[src/rtl/dmi_uart_ctrl_if.sv]
// DMI request/response bus between the UART bridge and the Debug Module.
// The bridge drives requests and accepts responses (master); dm_top is the slave.
interface dmi_uart_ctrl_if #(
  parameter int ABITS  = 7,
  parameter int DATA_W = 32
);
  logic                    req_valid;
  logic                    req_ready;
  logic [ABITS+DATA_W+1:0] req;
  logic                    resp_valid;
  logic                    resp_ready;
  logic [DATA_W+1:0]       resp;

  modport master (
    output req_valid, req, resp_ready,
    input  req_ready, resp_valid, resp
  );

  modport slave (
    input  req_valid, req, resp_ready,
    output req_ready, resp_valid, resp
  );
endinterface

[src/rtl/dmi_uart_ctrl.sv]
// DMI bridge between the UART-TAP register file and the Debug Module bus.
// Adds a response timeout, a sticky error reported to the TAP, a TAP-driven
// error clear and a multi-cycle DM reset pulse.
//
// state     | meaning
// ----------+-----------------------------------------------------------
// IDLE      | waiting for a TAP read, TAP write or hard reset
// CAPTURE   | latch TAP request, decide whether it goes to the DM
// REQ       | request valid to DM, waiting for ready; timeout running
// WAIT_RESP | waiting for DM response; timeout running
// ACK       | DONE_O high until the TAP drops read/write
// HRST      | DMI_RST_NO held low for RST_CYCLES cycles
module dmi_uart_ctrl #(
  parameter int ABITS      = 7,
  parameter int DATA_W     = 32,
  parameter int TIMEOUT    = 1024,
  parameter int RST_CYCLES = 4
) (
  input  logic                    CLK_I,
  input  logic                    RST_I,
  input  logic                    TAP_READ_I,
  input  logic                    TAP_WRITE_I,
  input  logic [ABITS+DATA_W+1:0] DMI_I,
  output logic [ABITS+DATA_W+1:0] DMI_O,
  output logic                    DONE_O,
  input  logic                    DMI_HARD_RESET_I,
  input  logic                    DMI_CLR_ERR_I,
  dmi_uart_ctrl_if.master         dm,
  output logic                    DMI_RST_NO
);

  localparam int REQ_W = ABITS + DATA_W + 2;
  localparam int TMO_W = (TIMEOUT > 2) ? $clog2(TIMEOUT) : 1;
  localparam int RST_W = (RST_CYCLES > 1) ? $clog2(RST_CYCLES) : 1;
  localparam logic [TMO_W-1:0] TMO_LAST = TMO_W'(TIMEOUT - 1);
  localparam logic [RST_W-1:0] RST_LAST = RST_W'(RST_CYCLES - 1);

  localparam logic [1:0] OP_READ  = 2'd1;
  localparam logic [1:0] OP_WRITE = 2'd2;
  localparam logic [1:0] ERR_BUSY = 2'd3;

  typedef enum logic [2:0] {
    S_IDLE,
    S_CAPTURE,
    S_REQ,
    S_WAIT_RESP,
    S_ACK,
    S_HRST
  } state_t;

  state_t             state;
  logic [REQ_W-1:0]   req_q;
  logic [DATA_W-1:0]  resp_data_q;
  logic [1:0]         err_q;
  logic [TMO_W-1:0]   tmo_cnt;
  logic [RST_W-1:0]   rst_cnt;
  logic               done_q;
  logic               req_valid_q;
  logic               resp_ready_q;
  logic               rst_n_q;

  logic               abort;
  logic [1:0]         cap_op;
  logic [1:0]         req_op;
  logic [1:0]         resp_code;
  logic [DATA_W-1:0]  resp_data;
  logic               cap_issue;

  assign cap_op    = DMI_I[1:0];
  assign req_op    = req_q[1:0];
  assign resp_code = dm.resp[1:0];
  assign resp_data = dm.resp[DATA_W+1:2];
  // Only real reads/writes reach the DM, and only while no error is pending.
  assign cap_issue = (cap_op == OP_READ || cap_op == OP_WRITE) && (err_q == 2'd0);
  // CAPTURE is short-lived, so a hard reset there is taken from REQ instead.
  assign abort     = DMI_HARD_RESET_I &&
                     (state == S_IDLE || state == S_REQ ||
                      state == S_WAIT_RESP || state == S_ACK);

  assign DMI_O          = {req_q[REQ_W-1 -: ABITS], resp_data_q, err_q};
  assign DONE_O         = done_q;
  assign DMI_RST_NO     = rst_n_q;
  assign dm.req_valid   = req_valid_q;
  assign dm.req         = req_q;
  assign dm.resp_ready  = resp_ready_q;

  // Bridge FSM with registered outputs, timeout and reset-pulse counters.
  always_ff @(posedge CLK_I or posedge RST_I) begin
    if (RST_I) begin
      state        <= S_IDLE;
      req_q        <= '0;
      resp_data_q  <= '0;
      err_q        <= '0;
      tmo_cnt      <= '0;
      rst_cnt      <= '0;
      done_q       <= 1'b0;
      req_valid_q  <= 1'b0;
      resp_ready_q <= 1'b0;
      rst_n_q      <= 1'b1;
    end else begin
      // Clear first so that an error raised below in the same cycle wins.
      if (DMI_CLR_ERR_I && state != S_HRST) begin
        err_q <= '0;
      end
      // Saturating, so a late handshake in REQ cannot wrap the budget.
      if ((state == S_REQ || state == S_WAIT_RESP) && tmo_cnt != TMO_LAST) begin
        tmo_cnt <= tmo_cnt + 1'b1;
      end

      if (abort) begin
        state        <= S_HRST;
        req_q        <= '0;
        resp_data_q  <= '0;
        err_q        <= '0;
        rst_cnt      <= RST_LAST;
        rst_n_q      <= 1'b0;
        done_q       <= 1'b0;
        req_valid_q  <= 1'b0;
        resp_ready_q <= 1'b0;
      end else begin
        case (state)
          S_IDLE: begin
            if (TAP_READ_I && !TAP_WRITE_I) begin
              done_q <= 1'b1;
              state  <= S_ACK;
            end else if (TAP_WRITE_I && !TAP_READ_I) begin
              state <= S_CAPTURE;
            end
          end

          S_CAPTURE: begin
            req_q <= DMI_I;
            if (cap_issue) begin
              tmo_cnt     <= '0;
              req_valid_q <= 1'b1;
              state       <= S_REQ;
            end else begin
              done_q <= 1'b1;
              state  <= S_ACK;
            end
          end

          S_REQ: begin
            if (dm.req_ready) begin
              req_valid_q  <= 1'b0;
              resp_ready_q <= 1'b1;
              state        <= S_WAIT_RESP;
            end else if (tmo_cnt == TMO_LAST) begin
              err_q       <= ERR_BUSY;
              req_valid_q <= 1'b0;
              done_q      <= 1'b1;
              state       <= S_ACK;
            end
          end

          S_WAIT_RESP: begin
            if (dm.resp_valid) begin
              if (req_op == OP_READ) begin
                resp_data_q <= resp_data;
              end
              // Codes 2 (failed) and 3 (busy) both have bit 1 set.
              if (resp_code[1]) begin
                err_q <= resp_code;
              end
              resp_ready_q <= 1'b0;
              done_q       <= 1'b1;
              state        <= S_ACK;
            end else if (tmo_cnt == TMO_LAST) begin
              err_q        <= ERR_BUSY;
              resp_ready_q <= 1'b0;
              done_q       <= 1'b1;
              state        <= S_ACK;
            end
          end

          S_ACK: begin
            if (!TAP_READ_I && !TAP_WRITE_I) begin
              done_q <= 1'b0;
              state  <= S_IDLE;
            end
          end

          S_HRST: begin
            if (rst_cnt == '0) begin
              rst_n_q <= 1'b1;
              state   <= S_IDLE;
            end else begin
              rst_cnt <= rst_cnt - 1'b1;
            end
          end

          default: begin
            state <= S_IDLE;
          end
        endcase
      end
    end
  end

endmodule

[src/flat_wrapper.sv]
// flat-port wrapper written by rule: the top's interface ports become plain ports
module dmi_uart_ctrl_flat 
#(
  parameter int ABITS      = 7,
  parameter int DATA_W     = 32,
  parameter int TIMEOUT    = 1024,
  parameter int RST_CYCLES = 4
)
  (CLK_I, RST_I, TAP_READ_I, TAP_WRITE_I, DMI_I, DMI_O, DONE_O, DMI_HARD_RESET_I, DMI_CLR_ERR_I, DMI_RST_NO, dm_req_valid, dm_req, dm_resp_ready, dm_req_ready, dm_resp_valid, dm_resp);
  dmi_uart_ctrl_if #(.ABITS(ABITS), .DATA_W(DATA_W)) dm_i ();
  input  logic CLK_I;
  input  logic RST_I;
  input  logic TAP_READ_I;
  input  logic TAP_WRITE_I;
  input  logic [ABITS+DATA_W+1:0] DMI_I;
  output logic [ABITS+DATA_W+1:0] DMI_O;
  output logic DONE_O;
  input  logic DMI_HARD_RESET_I;
  input  logic DMI_CLR_ERR_I;
  output logic DMI_RST_NO;
  output wire logic [$bits(dm_i.req_valid)-1:0] dm_req_valid;
  output wire logic [$bits(dm_i.req)-1:0] dm_req;
  output wire logic [$bits(dm_i.resp_ready)-1:0] dm_resp_ready;
  input wire logic [$bits(dm_i.req_ready)-1:0] dm_req_ready;
  input wire logic [$bits(dm_i.resp_valid)-1:0] dm_resp_valid;
  input wire logic [$bits(dm_i.resp)-1:0] dm_resp;
  assign dm_req_valid = dm_i.req_valid;
  assign dm_req = dm_i.req;
  assign dm_resp_ready = dm_i.resp_ready;
  assign dm_i.req_ready = dm_req_ready;
  assign dm_i.resp_valid = dm_resp_valid;
  assign dm_i.resp = dm_resp;
  dmi_uart_ctrl #(.ABITS(ABITS), .DATA_W(DATA_W), .TIMEOUT(TIMEOUT), .RST_CYCLES(RST_CYCLES)) u_core (.CLK_I(CLK_I), .RST_I(RST_I), .TAP_READ_I(TAP_READ_I), .TAP_WRITE_I(TAP_WRITE_I), .DMI_I(DMI_I), .DMI_O(DMI_O), .DONE_O(DONE_O), .DMI_HARD_RESET_I(DMI_HARD_RESET_I), .DMI_CLR_ERR_I(DMI_CLR_ERR_I), .dm(dm_i), .DMI_RST_NO(DMI_RST_NO));
endmodule
[config.mk]
export PLATFORM = sky130hd
export DESIGN_NAME = dmi_uart_ctrl_flat
export DESIGN_NICKNAME = d
export VERILOG_FILES = /design/src/rtl/dmi_uart_ctrl_if.sv /design/src/rtl/dmi_uart_ctrl.sv /design/src/flat_wrapper.sv
export SDC_FILE = /design/constraint.sdc
export NUM_CORES = 1
export LEC_CHECK = 0
export ABC_AREA = 0
export ABC_CLOCK_PERIOD_IN_PS = 2900
export BUFFER_PORTS_ARGS = -buffer_cell sky130_fd_sc_hd__buf_4
export CAP_MARGIN = 20
export CORE_MARGIN = 2
export CORE_UTILIZATION = 40
export DETAILED_ROUTE_END_ITERATION = 12
export GPL_ROUTABILITY_DRIVEN = 0
export PLACE_DENSITY = 0.78
export SLEW_MARGIN = 5
export SYNTH_ARGS = -nofsm -noshare
export SYNTH_HDL_FRONTEND = slang
export SYNTH_SLANG_ARGS = --single-unit
[constraint.sdc]
create_clock -name CLK_I -period 2.9 [get_ports CLK_I]
set_input_delay 0.435 -clock CLK_I [delete_from_list [all_inputs] [get_ports CLK_I]]
set_output_delay 0.435 -clock CLK_I [all_outputs]
set_load 0.05 [all_outputs]
==> results of run 1 <==
cell usage in the layout (no fill, tap or decap), types with 2 or more instances in the layout:
| cell | Yosys | routed |
|---|---|---|
| nor2b_1 | 5 | 5 |
| a21oi_1 | 84 | 84 |
| a211oi_1 | 4 | 4 |
| o21bai_1 | 2 | 2 |
| o31ai_1 | 8 | 8 |
| or3_1 | 2 | 2 |
| nand3_1 | 6 | 6 |
| ha_1 | 4 | 4 |
| o41ai_1 | 2 | 2 |
| bufinv_16 | 0 | 3 |
| nand4_1 | 2 | 2 |
| o211ai_1 | 2 | 2 |
| o21ai_0 | 7 | 7 |
| and4_1 | 2 | 2 |
| buf_12 | 0 | 2 |
| a31oi_1 | 2 | 2 |
| dfrtp_1 | 93 | 93 |
| nor3_1 | 8 | 7 |
| o311a_1 | 2 | 2 |
| and3_1 | 3 | 2 |
| nor2_1 | 13 | 12 |
| inv_1 | 9 | 8 |
| nand3b_1 | 3 | 3 |
| nand2_1 | 157 | 157 |
| or4_1 | 6 | 6 |
| clkbuf_8 | 0 | 9 |
| xor2_1 | 2 | 2 |
| nand2b_1 | 2 | 2 |
| buf_4 | 7 | 172 |
metal layers:
layer  up-vias  part of all wire [%]  global-route usage [%]
li1       1941                     -                       -
met1      1926                    42                    26.3
met2       140                    51                    33.3
met3        15                   5.3                    3.44
met4         0                   1.4                    7.78
met5         -                     0                       0
layout make-up:
cell class              count  area (µm²)  area share [%]
clock inverters             4        97.6            1.65
well taps                 136         170            2.89
repair buffers            175        1360            23.0
inverters                   9        35.0           0.594
clock buffers              10         128            2.16
multi-input cells         345        1760            29.8
flip-flops and latches     94        2350            39.9
kinds of logic after synthesis:
group	after synthesis
adders and majority gates	4
and+or+nand+nor	213
xor gates and xnor gates	3
AOI/OAI and AO/OA	124
DFF	94
muxes	1
buffers and inverters	50
metrics by stage:
stage,total power [mW],setup WS [ns]
after floorplan,4.31,0.0180
after global placement,5.22,0.729
after detailed placement,5.29,0.670
after CTS,6.30,0.632
after global routing,6.60,0.545
final,6.24,0.696
critical path: cells and delay by family, from the launching register on:
family | cells | cell delay (ns)
AOI/OAI and AO/OA | 1 | 0.18
buffers and inverters | 1 | 0.31
and+or+nand+nor | 3 | 0.99
DFF | 1 | 0.59
state kept, by name, indices dropped and copies added, names as in the netlist:
signal                flops
u_core.DMI_RST_NO         1
u_core.DONE_O             1
u_core.dm.req            41
u_core.dm.req_valid       1
u_core.dm.resp_ready      1
u_core.err_q              2
u_core.resp_data_q       32
u_core.rst_cnt            2
u_core.state              3
u_core.tmo_cnt           10
path summary, 6_finish.rpt:
path	from	cells past startpoint	end
setup / recovery	u_core.state[0]$_DFFE_PP0P_	5	u_core.dm.req_valid$_DFFE_PP0P_
max in group asynchronous	RST_I	3	u_core.resp_data_q[1]$_DFFE_PP0P_
setup reg to reg	u_core.state[0]$_DFFE_PP0P_	5	u_core.dm.req_valid$_DFFE_PP0P_
min in group CLK_I	dm_resp[14]	3	u_core.resp_data_q[12]$_DFFE_PP0P_
hold / removal	RST_I	2	u_core.dm.req[40]$_DFFE_PP0P_
hold reg to reg	u_core.rst_cnt[0]$_DFFE_PP0P_	1	u_core.rst_cnt[0]$_DFFE_PP0P_
power by group through the flow:
| stage | Sequential, mW | Clock [mW] | Combinational (mW) |
|---|---|---|---|
| 2_1_floorplan | 3.03 | 0 | 1.27 |
| 3_3_place_gp | 1.99 | 0 | 3.23 |
| 3_5_place_dp | 2.02 | 0 | 3.27 |
| 4_1_cts | 1.99 | 1.03 | 3.28 |
| 5_1_grt | 2.05 | 1.09 | 3.46 |
| 6_report | 1.99 | 0.990 | 3.25 |
==> reports/results.tsv, run 1 <==
stage	metric	value	unit
outcome	status	finished clean	
floorplan	die_width	108	µm
power	p_seq_share	31.9	%
cts	htreeDepth	3	
power	clockPowerShare	15.9	%
cts	postCtsResizedCells	0	
layout	area_growth	36.4	%
routing	num_vias	4022	
synthesis	async_reset_ff_share	100	%
synthesis	synth_top_family_by_area	simple AND/OR/NAND/NOR gates	
worst_setup_path	crit_path_end_kind	flop	
grt	first_global_vias	3831	
routing	post_drt_via_cell_ratio	5.20	
grt	gr-total-overflow	0	
grt	antenna_found_initial	0	
min_path	hp-class	in -> async	
worst_setup_path	slowest_stage	and3_2	
sta	fmax	454	MHz
routing	ant_nets	0	
worst_setup_path	crit_required	3.14	ns
synthesis	synth_edf_count	0	
sta	setup_viol	0	
synthesis	syn_inst	489	
power	swShare	48.6	%
floorplan	dieArea	11700	µm²
cts	ctsHoldBuffers	0	
worst_setup_path	rrSetupSlack	0.70	ns
synthesis	synth_fa_ha_area_share	1.16	%
power	p_int	3.20	mW
grt	grt_max_degree	52	
grt	grt_first_pass_wirelength	18.5	mm
synthesis	yosysTopAreaCell	dfrtp_1	
cts	cts_tree	done	
floorplan	pin_count	169	
cts	numCtsBuffers	9	
floorplan	fp.dieH	108	µm
sta	fin_crit_sh	76.0	%
placed_design	placed_area	5650	µm²
worst_setup_path	cp_cell_sequence	nand2b_1 > and3_2 > buf_12 > nor2_1 > o22a_1	
synthesis	synth_xor_area_share	0.608	%
cts	clock_path_buffers	2	
sta	final_hold_viol_count	0	
cts	clock_latency	0.34	ns
cts	clk_pin_slew	0.09	ns
synthesis	syn_area	4320	µm²
synthesis	synth_compound_area_share	17.0	%
synthesis	yosys-top-cells-count	nand2_1 (157), dfrtp_1 (93), a21oi_1 (84)	
cts	post_cts_buffers	0	
sta	slew_headroom	46.8	%
sta	finalCriticalPeriod	2.20	ns
sta	drv_slew	0	
worst_setup_path	worstPathArrival	2.44	ns
grt	groute.usage.overall	20.1	%
layout	fin_nets	721	
synthesis	synth_most_common_cell	nand2_1	
sta	whs	0.216	ns
worst_setup_path	max_stage_delay	0.60	ns
floorplan	rows	37	
power	net-switching-power	3.03	mW
placed_design	dp_hpwl	8.35	mm
placed_design	port_buffers	168	
sta	setup_tns	0	ns
routing	drtIter0Drc	293	
power	combPwrFrac	52.2	%
synthesis	synth_top_cells_by_area	dfrtp_1 (54%), nand2_1 (14%), a21oi_1 (9.7%)	
routing	drc_errors	0	
synthesis	synth_top_area_share	53.8	%
routing	wl_per_cell	15.0	µm
job	cap_violations	0	
synthesis	synth_fp_nets	576	
synthesis	yosys_most_used_dff	dfrtp_1	
cts	cts_root_buf	clkbuf_8	
sta	tightest_slew	0.797	ns
power	leakage	2.81	nW
power	power_density	1060	nW/µm²
synthesis	yosysUniqueCellTypes	47	
layout	stdcell_count	773	
floorplan	start_util	41.5	%
sta	skew	0.00975	ns
routing	drtPass1Iterations	4	
synthesis	synth-seq-cells	94	
sta	rsz0062_at_grt	false	
routing	postRouteWirelength	11.6	mm
layout	drive_above_1_share	31.1	%
placed_design	dp.cells	758	
worst_setup_path	worstSetupPathType	reg -> reg	
synthesis	synth.avg_cell_area	8.84	µm²
power	peakVddDrop	0.888	mV
layout	antennaDiodeCount	0	
synthesis	synth_seq_area_share	54.4	%
layout	fillers	942	
worst_setup_path	path_max_fanout	51	
layout	final_core_util	56.6	%
layout	final_area	5900	µm²
synthesis	synthMuxAreaShare	0.260	%
synthesis	ys_warn_count	0	
floorplan	core_area	10400	µm²
synthesis	synth-simple-area-share	21.4	%
worst_setup_path	cp-start-kind	flop	
cts	clock-sinks	94	
Power figures use the tool's default switching activity.
==> run 2: changes to the inputs <==
--- a/config.mk
+++ b/config.mk
@@ -5,15 +5,15 @@
 export SDC_FILE = /design/constraint.sdc
 export NUM_CORES = 1
 export LEC_CHECK = 0
-export ABC_AREA = 0
-export ABC_CLOCK_PERIOD_IN_PS = 2900
+export ABC_AREA = 1
+export ABC_CLOCK_PERIOD_IN_PS = 2100
 export BUFFER_PORTS_ARGS = -buffer_cell sky130_fd_sc_hd__buf_4
 export CAP_MARGIN = 20
 export CORE_MARGIN = 2
 export CORE_UTILIZATION = 40
 export DETAILED_ROUTE_END_ITERATION = 12
 export GPL_ROUTABILITY_DRIVEN = 0
-export PLACE_DENSITY = 0.78
+export PLACE_DENSITY = 0.76
 export SLEW_MARGIN = 5
 export SYNTH_ARGS = -nofsm -noshare
 export SYNTH_HDL_FRONTEND = slang
==> constraint.sdc (replaced) <==
create_clock -name CLK_I -period 2.1 [get_ports CLK_I]
set_input_delay 0.315 -clock CLK_I [delete_from_list [all_inputs] [get_ports CLK_I]]
set_output_delay 0.315 -clock CLK_I [all_outputs]
set_load 0.05 [all_outputs]
==> reports/results.tsv, run 2 <==
stage	metric	value	unit
worst_setup_path	path_max_fanout	13	
worst_setup_path	worst-path-buf-inv	0	
sta	fmax	576	MHz
worst_setup_path	max_stage_delay	0.47	ns
synthesis	synth_edf_count	0	
synthesis	synth_top_area_share	53.5	%
synthesis	synth_most_common_cell	nand2_1	
synthesis	synth_fp_nets	614	
floorplan	pin_count	169	
cts	post_cts_buffers	0	
synthesis	yosys_most_used_dff	dfrtp_1	
sta	setup_tns	0	ns
sta	slew_headroom	62.6	%
worst_setup_path	worstSetupPathType	reg -> reg	
sta	fin_crit_sh	82.6	%
worst_setup_path	worst-path-stages	6	
cts	clk_pin_slew	0.09	ns
floorplan	die_width	108	µm
layout	fillers	1012	
sta	finalCriticalPeriod	1.74	ns
synthesis	async_reset_ff_share	100	%
synthesis	yosysTopAreaCell	dfrtp_1	
worst_setup_path	slowest_stage	a21oi_2	
routing	ant_nets	0	
cts	htreeDepth	3	
floorplan	fp.dieH	108	µm
layout	final_common_cell	nand2_1	
layout	drive_above_1_share	30.1	%
layout	antennaDiodeCount	0	
routing	post_drt_via_cell_ratio	4.86	
floorplan	core_area	10700	µm²
placed_design	dp.cells	813	
routing	wl_per_cell	13.4	µm
worst_setup_path	crit_required	2.35	ns
worst_setup_path	crit_path_end_kind	flop	
cts	clock_path_buffers	2	
sta	rsz0062_at_grt	false	
layout	multiInputGateArea	1690	µm²
layout	final_cell_mix	nand2_1 (207), buf_4 (175), dfrtp_1 (93)	
placed_design	dp_hpwl	8.20	mm
synthesis	synth.avg_cell_area	8.25	µm²
synthesis	yosys-top-cells-count	nand2_1 (207), dfrtp_1 (93), nand3_1 (85)	
worst_setup_path	cp-start-kind	flop	
floorplan	dieArea	11700	µm²
power	leakage	3.27	nW
synthesis	syn_area	4350	µm²
synthesis	synth_seq_area_share	54.1	%
cts	cts_root_buf	clkbuf_8	
grt	grt_max_degree	44	
synthesis	synth-seq-cells	94	
worst_setup_path	worst_path_dominant_cell_family	simple AND/OR/NAND/NOR gates	
sta	final_hold_viol_count	0	
grt	first_global_vias	3947	
synthesis	syn_inst	527	
job	cap_violations	0	
sta	skew	0.00677	ns
floorplan	rows	38	
min_path	worstHoldPathCells	3	
floorplan	start_util	40.5	%
layout	fin_nets	772	
layout	seqCellArea	2350	µm²
synthesis	ys_warn_count	0	
power	power_density	1450	nW/µm²
worst_setup_path	crit_path_frequent_cell	nand3_1	
routing	drtIter0Drc	241	
routing	drtPass1Iterations	4	
cts	clock-sinks	94	
worst_setup_path	worstPathArrival	1.99	ns
power	peakVddDrop	1.09	mV
routing	drc_errors	0	
cts	numCtsBuffers	9	
worst_setup_path	cp_cell_sequence	ha_1 > nand3_1 > nor2_1 > a21oi_2 > nand3_1 > and3_1	
outcome	status	finished clean	
sta	drv_slew	0	
layout	largest_reg_flops	41	
grt	grt_first_pass_wirelength	18.1	mm
synthesis	synth_top_cells_by_area	dfrtp_1 (54%), nand2_1 (18%), nand3_1 (9.8%)	
min_path	hp-class	in -> reg	
sta	tightest_slew	0.562	ns
grt	groute.usage.overall	19.8	%
layout	area_growth	35.9	%
sta	whs	0.143	ns
routing	num_vias	4032	
synthesis	yosysUniqueCellTypes	30	
worst_setup_path	reg2regPathDepth	6	
sta	setup_viol	0	
grt	antenna_found_initial	0	
cts	clock_latency	0.36	ns
worst_setup_path	rrSetupSlack	0.36	ns
placed_design	port_buffers	168	
layout	stdcell_count	830	
routing	postRouteWirelength	11.1	mm
cts	cts_tree	done	
grt	gr-total-overflow	0	
## run 2: cells by family (layout without fill, tap and decap cells)
kind of cell | Yosys count | after routing | share of synthesized area [%]
adders and majority gates | 4 | 4 | 1.15
xor gates and xnor gates | 4 | 4 | 0.806
buffers and inverters | 59 | 222 | 7.05
DFF | 94 | 94 | 54.1
and+or+nand+nor | 337 | 337 | 33.1
AOI/OAI and AO/OA | 29 | 29 | 3.74
## run 2: layout make-up
type	instances	share of cell area [%]
well taps	140	2.96
inverters	27	1.78
multi-input cells	374	28.6
flip-flops and latches	94	39.8
repair buffers	179	23.4
clock inverters	5	0.995
clock buffers	11	2.39
## run 2: stage by stage
stage / area, µm² / util, % / power (mW) / setup WS, ns
final: 5910 / 55.0 / 8.54 / 0.365
after global routing: 5910 / 55.0 / 9.06 / 0.234
after CTS: 5910 / 55.0 / 8.60 / 0.395
after detailed placement: 5700 / 53.1 / 7.39 / 0.408
after global placement: 5700 / 53.1 / 7.30 / 0.438
after floorplan: 4350 / - / 6.06 / 0.676
## run 2: worst register-to-register path, delay by kind of cell, from the launching register on
| family | cells | cell delay (ns) |
|---|---|---|
| AND/OR/NAND/NOR | 4 | 0.48 |
| AO/OA/AOI/OAI | 1 | 0.48 |
| flip-flops | 1 | 0.43 |
| adder cells (fa/ha/maj) | 1 | 0.25 |
## run 2: final timing paths
kind                                                    start                                  to
max in group asynchronous                               RST_I        u_core.dm.req[5]$_DFFE_PP0P_
worst max-delay path              u_core.tmo_cnt[0]$_DFF_PP0_         u_core.tmo_cnt[2]$_DFF_PP0_
worst max register to register    u_core.tmo_cnt[0]$_DFF_PP0_         u_core.tmo_cnt[2]$_DFF_PP0_
worst min-delay path                              dm_resp[15]  u_core.resp_data_q[13]$_DFFE_PP0P_
min in group asynchronous                               RST_I   u_core.resp_data_q[0]$_DFFE_PP0P_
worst min register to register  u_core.DMI_RST_NO$_DFFE_PP1P_       u_core.DMI_RST_NO$_DFFE_PP1P_
## run 2: layer usage
metal	wire (µm)	vias up	share of wire [%]	track usage, %
met5	0	-	0	0
met4	226	0	2.0	7.88
met3	745	19	6.7	4.76
met2	5500	136	49	32.5
met1	4650	1888	42	25.2
li1	-	1989	-	-
## run 2: power breakdown
part	switching (mW)	total, mW	internal (mW)
logic	3.26	4.59	1.33
clock network	0.616	1.20	0.583
registers	0.409	2.75	2.35
total	4.29	8.54	4.25
## run 2: what timing repair did
action / 4_1_cts / 5_1_grt
resized for setup: 0 / 0
hold buffers: 1 / 0
endpoints found under the hold margin: 18 / 0
